$ cat src/rtl/tile_ram_arbiter_pkg.sv
// Shared widths, FSM states and issue tags for the tile RAM arbiter.
// STARVE_GUARD_EN (optional) enables the game starvation guard in the top.
package tile_ram_arbiter_pkg;

   localparam int DEF_ADDR_W       = 10;
   localparam int DEF_DATA_W       = 8;
   localparam int DEF_STARVE_LIMIT = 16;

   typedef enum logic {
      S_INIT = 1'b0,
      S_RUN  = 1'b1
   } state_e;

   // Tag recorded with each RAM access so its data is routed back one cycle later.
   typedef enum logic [1:0] {
      TAG_NONE = 2'd0,
      TAG_DISP = 2'd1,
      TAG_GAME = 2'd2
   } tag_e;

endpackage

$ cat src/rtl/tile_arb_starve_ctr.sv
// Saturating count of cycles a game request has waited; sat_o forces the next slot.
// Only instantiated when STARVE_GUARD_EN is defined.
module tile_arb_starve_ctr #(
   parameter int LIMIT = 16
) (
   input  logic clk_i,
   input  logic rst_ni,
   input  logic inc_i,
   input  logic clr_i,
   output logic sat_o
);

   localparam int CW = $clog2(LIMIT + 1);

   logic [CW-1:0] cnt_q, cnt_d;

   always_ff @(posedge clk_i or negedge rst_ni) begin
      if (!rst_ni) cnt_q <= '0;
      else         cnt_q <= cnt_d;
   end

   always_comb begin
      cnt_d = cnt_q;
      if (clr_i)                                cnt_d = '0;
      else if (inc_i && (cnt_q != CW'(LIMIT)))  cnt_d = cnt_q + 1'b1;
   end

   assign sat_o = (cnt_q == CW'(LIMIT));

endmodule

$ cat src/rtl/tile_ram_arbiter.sv
// Shares the single-port tile RAM between the map initialiser, display fetch and game logic.
// Optional STARVE_GUARD_EN: a waiting game access may steal a display slot after STARVE_LIMIT cycles.
module tile_ram_arbiter
   import tile_ram_arbiter_pkg::*;
#(
   parameter int ADDR_W = DEF_ADDR_W,
   parameter int DATA_W = DEF_DATA_W
`ifdef STARVE_GUARD_EN
   ,
   parameter int STARVE_LIMIT = DEF_STARVE_LIMIT
`endif
) (
   input  logic              clk,
   input  logic              reset,
   input  logic              init_ready,
   input  logic              init_we,
   input  logic [ADDR_W-1:0] init_addr,
   input  logic [DATA_W-1:0] init_wdata,
   input  logic              reinit,
   input  logic              disp_req,
   input  logic [ADDR_W-1:0] disp_addr,
   output logic              disp_rvalid,
   output logic [DATA_W-1:0] disp_data,
   input  logic              game_req,
   input  logic              game_we,
   input  logic [ADDR_W-1:0] game_addr,
   input  logic [DATA_W-1:0] game_wdata,
   output logic              game_ack,
   output logic [DATA_W-1:0] game_rdata,
   output logic [ADDR_W-1:0] ram_addr,
   output logic              ram_we,
   output logic [DATA_W-1:0] ram_din,
   input  logic [DATA_W-1:0] ram_dout,
   output logic              running
);

   state_e state_q, state_d;
   tag_e   tag_q, tag_d;
   logic   game_pend, force_game, issue_game, issue_disp, ram_we_c;

   always_ff @(posedge clk or negedge reset) begin
      if (!reset) begin
         state_q <= S_INIT;
         tag_q   <= TAG_NONE;
      end else begin
         state_q <= state_d;
         tag_q   <= tag_d;
      end
   end

   always_comb begin
      state_d = state_q;
      if (reinit)                                  state_d = S_INIT;
      else if ((state_q == S_INIT) && init_ready)  state_d = S_RUN;
   end

   // A request held through its own ack cycle is not a new request yet.
   assign game_pend = game_req && (tag_q != TAG_GAME);

   always_comb begin
      issue_game = 1'b0;
      issue_disp = 1'b0;
      if (state_q == S_RUN) begin
         if (game_pend && (force_game || !disp_req)) issue_game = 1'b1;
         else if (disp_req)                          issue_disp = 1'b1;
      end
      ram_addr = disp_addr;
      ram_we_c = 1'b0;
      ram_din  = game_wdata;
      tag_d    = TAG_NONE;
      if (state_q == S_INIT) begin
         ram_addr = init_addr;
         ram_we_c = init_we;
         ram_din  = init_wdata;
      end else if (issue_game) begin
         ram_addr = game_addr;
         ram_we_c = game_we;
         tag_d    = TAG_GAME;
      end else if (issue_disp) begin
         tag_d    = TAG_DISP;
      end
   end

   assign ram_we      = ram_we_c & reset;
   assign running     = (state_q == S_RUN);
   assign disp_rvalid = (tag_q == TAG_DISP);
   assign disp_data   = ram_dout;
   assign game_ack    = (tag_q == TAG_GAME);
   assign game_rdata  = ram_dout;

`ifdef STARVE_GUARD_EN
   tile_arb_starve_ctr #(.LIMIT(STARVE_LIMIT)) u_starve_ctr (
      .clk_i  (clk),
      .rst_ni (reset),
      .inc_i  (game_pend && (state_q == S_RUN) && !issue_game),
      .clr_i  (issue_game || (state_q == S_INIT)),
      .sat_o  (force_game)
   );
`else
   assign force_game = 1'b0;
`endif

endmodule

$ cat config.mk
export PLATFORM = sky130hd
export DESIGN_NAME = tile_ram_arbiter
export DESIGN_NICKNAME = d
export VERILOG_FILES = /design/src/rtl/tile_ram_arbiter_pkg.sv /design/src/rtl/tile_arb_starve_ctr.sv /design/src/rtl/tile_ram_arbiter.sv
export SDC_FILE = /design/constraint.sdc
export NUM_CORES = 1
export LEC_CHECK = 0
export BUFFER_PORTS_ARGS = -buffer_cell sky130_fd_sc_hd__buf_2
export CAP_MARGIN = 20
export CORE_MARGIN = 2
export CORE_UTILIZATION = 26
export CTS_CLUSTER_SIZE = 12
export DETAILED_ROUTE_END_ITERATION = 8
export PLACE_DENSITY_LB_ADDON = 0.12
export SLEW_MARGIN = 30
export SYNTH_ARGS = -nofsm -noshare
export SYNTH_HDL_FRONTEND = slang
export SYNTH_SLANG_ARGS = --single-unit
$ cat constraint.sdc
create_clock -name clk -period 0.95 [get_ports clk]
set_input_delay 0.1425 -clock clk [delete_from_list [all_inputs] [get_ports clk]]
set_output_delay 0.1425 -clock clk [all_outputs]
set_load 0.05 [all_outputs]
==> results <==
- The port buffer count is 75.
- The total grt overflow is 0.
- The startpoint of the lowest-slack register-to-register path is tag_q[0].
- The number of warnings reported in the yosys synthesis log is 0.
- The slowest stage cell on the critical path is dfrtp_1.
- The vertical extent of the die is 54.4 um.
- In this run the critical register-to-register path is captured at tag_q[1].
- For hold timing, the worst endpoint is running.
- Timing would allow up to 665 MHz.
- The number of different library cells used by synthesis comes to 19.
- The top cell type's share of synthesized area is 19.4%.
- Clock-pin slew was measured on the worst setup and hold paths at 40 ps.
- The tightest min-delay check is of the in2reg type.
- The startpoint kind of the worst setup timing path is a flop.
- In the routed design, unresolved DRC markers number 0.
- The global-route wire length before repair is 3350 um.
- The critical path capture point type is an output port.
- The overall via count from detail_route is 855.
- The boundary pin count is 100.
- The sequential element share of the synthesized area is 11.4%.
- The critical setup path kind is reg2out.
- The placeable core region is 2430 um^2.
- The share of flip-flops with an asynchronous set or reset after synthesis is 100%.
- Summing all multi-input logic gate instances after layout gives 593 um^2.
- Among all flip-flop cells after synthesis, the most frequent one is dfrtp_1.
- The path depth of the worst reg2reg path is 3.
- Measured against its own limit, the worst slew margin works out to 74.8%.
- The largest area contributor in the netlist is buf_4.
- The clock reaches the later pin of the worst-skew pair after 240 ps.
- The leakage power is 0.000624 uW.
- The arrival time at the worst endpoint is 1360 ps.
- The worst register-to-register path has a setup slack of -20 ps.
- The finished cells cover 1380 um^2.
- For this run, the slowest stage of the critical path takes 360 ps.
- The maximum fanout encountered on the critical timing path is 11.
- The clock tree from TritonCTS is built.
- The total placed instance area is 1110 um^2.
- The family with the most delay on the worst path is flip-flops.
- The largest net degree at the start of global routing is 20.
- The starting DRC count in detailed routing is 3.
- Counting the buffers created by CTS gives 3.
- Before CTS, the worst setup slack after placement is -465 ps.
- The register bit total from synthesis is 3.
- The clock tree root driver cell is clkbuf_4.
- In this run the remaining antenna-violating nets after routing total 0.
- Cells fill 56.8% of the core in the end.
- The least setup slack across all paths after layout is -554 ps.
- The worst IR drop on VDD is 530 uV.
- The placer congestion estimate is 0.636.
- The floorplan step defined a die boundary enclosing 2960 um^2.
- The number of global-route vias before repair was 828.
- Counting instances in the post-synthesis netlist gives the leading cell types as 17 x buf_4, 12 x nor2_1, 10 x a31oi_1, 10 x nand3_1.
- The number of antenna violations at the first check in global routing is 0.
- The number of buffers and inverters on the critical path is 2.
- The share of final-layout standard cells stronger than drive strength 1 is 81.3%.
- The checks that failed: negative setup slack.
- The total routing usage reported by global routing is 15.6%.
- The total setup violations reported at the end of the flow is 23.
- The filler cells instantiated in the layout total 232.
- The net count reported at finish is 213.
- In this run the horizontal extent of the chip is 54.4 um.
- Max-cap violations in this run came to 0.
- The clock period minus worst slack is 1500 ps.
- In this run the deepest clock path goes through 2 buffers.
- Summed over all nets, the half-perimeter wirelength after detailed placement is 1610 um.
- The worst path required time is 810 ps.
- After detailed routing, the average wire length per cell comes to 12.4 um.
- The number of H-tree branching levels is 1.
- The start point of the worst min-delay path is reinit.
- The portion of the clock cycle consumed by the worst path in the final layout is 158%.
- The run finished, with violations left.
- The max-slew violation count was 0.
- The critical path goes through nand2b_4, inv_8, o21ai_1, a31oi_4, buf_6.
- Each instance of the synthesized netlist takes up on average 7.58 um^2.
- By area the synthesized netlist is led by buf_4 19%, mux2_2 14%, dfrtp_1 11%.
- The worst hold path was traced through 2 stages.
- Synthesis produced a netlist whose cell count is 87.
- Setup repair after global routing could not meet its margin everywhere.
- The total count of hold-check failures in the final report came to 0.
- The area of the mapped netlist is 659 um^2.
- The count of clock tree sinks is 3.
- The summed negative setup slack over all endpoints is -10490 ps.
- The number of stages on the worst setup path is 5.
- The post-synth net total is 149.
- Relative to the synthesized area, the layout overhead comes to 110%.
- After the flow finishes, the layout carries non-filler instances totaling 180.
- The number of detailed-route iterations in the first pass is 2.
- Yosys mapped a number of flops with a built-in enable equal to 0.
- The routed design has 2240 um of wire.
- Using the TritonRoute via totals, the vias-per-cell ratio works out to 4.75.
- Row generation in the floorplan step produced 18 rows.
- The number of cells after detailed placement is 172.
- The register area is 76.3 um^2.
- Tracing the worst setup path back leads to its startpoint at tag_q[0].
- For the pin with the worst max-slew slack, the measured transition is 378 ps.
- The number of antenna diodes in the final layout is 0.
- Once the floorplan was initialized, standard cells occupied 27.1% of the core.
- The maximum clock skew at final layout is 2.76 ps.
- Dividing total power by cell area gives a power density of 960 nW/um^2.
- The most common cell in the synthesized netlist is buf_4.
[sequential cells by signal (all words and copies together) (netlist names)]
register / count
tag_q: 2
running: 1
[cell usage in the layout, fill, tap and decap left out, types with 2 or more instances in the layout]
cell type / n
buf_2: 53
buf_6: 20
nor2_1: 11
a31oi_4: 10
mux2_2: 7
o21ai_1: 6
nand3_2: 6
buf_12: 5
nand3_1: 4
o21ai_2: 4
clkbuf_4: 3
buf_4: 3
nand2b_1: 2
dfrtp_1: 2
[worst max-delay path by stage]
| stage | slack (ps) | end |
|---|---|---|
| floorplan | -520 | ram_addr[0] |
| global placement | -450 | ram_addr[1] |
| detailed placement | -460 | ram_addr[5] |
| CTS | -560 | ram_addr[5] |
| global route | -650 | ram_addr[5] |
| finish | -550 | ram_addr[2] |
[report_power, final]
part,switching (uW),total (uW),internal [uW]
Combinational,538,955,417
Clock,70.8,228,158
Sequential,7.96,144,136
Total,617,1330,710
[kinds of logic (layout without fill, tap and decap cells)]
group	count (synthesis)	in the layout	synth area share, %
DFF	3	3	11.4
buffers and inverters	25	88	30.9
AOI/OAI and AO/OA	21	21	19.4
and+or+nand+nor	30	30	24.7
muxes	8	8	13.7
[area by class of cell]
type / instances / share of cell area, %
Sequential cell: 3 / 5.52
Timing Repair Buffer: 83 / 46.2
Multi-Input combinational cell: 59 / 42.9
Clock buffer: 4 / 1.90
Tap cell: 30 / 2.71
Inverter: 1 / 0.814
[per-layer routing]
layer	up-vias	GRT usage, %	wire (um)	share of wire (%)
li1	422	-	-	-
met1	376	15.8	692	31
met2	55	30.1	1270	57
met3	2	4.10	260	12
met4	0	5.42	16	0.72
met5	-	0	0	0
[worst reg2reg max path, cell delays in order, from the launching register on]
cell      delay, ps
dfrtp_1         360
nand2b_4        180
buf_12          160
and3_4          160
[timing repair]
action / CTS / global route
pin swaps: 1 / 2
endpoints found under the hold margin: 3 / 0
buffers inserted: 3 / 0
hold buffers: 1 / 0
setup endpoints to repair: 23 / 24
gates resized for setup: 50 / 14
[metrics by stage]
| stage | total power, uW | hold WS, ps |
|---|---|---|
| 2_1_floorplan | 928 | -153 |
| 3_3_place_gp | 931 | -54.4 |
| 3_5_place_dp | 939 | -54.1 |
| 4_1_cts | 1320 | 51.8 |
| 5_1_grt | 1410 | 53.8 |
| 6_report | 1330 | 54.5 |
Power figures use the tool's default switching activity.
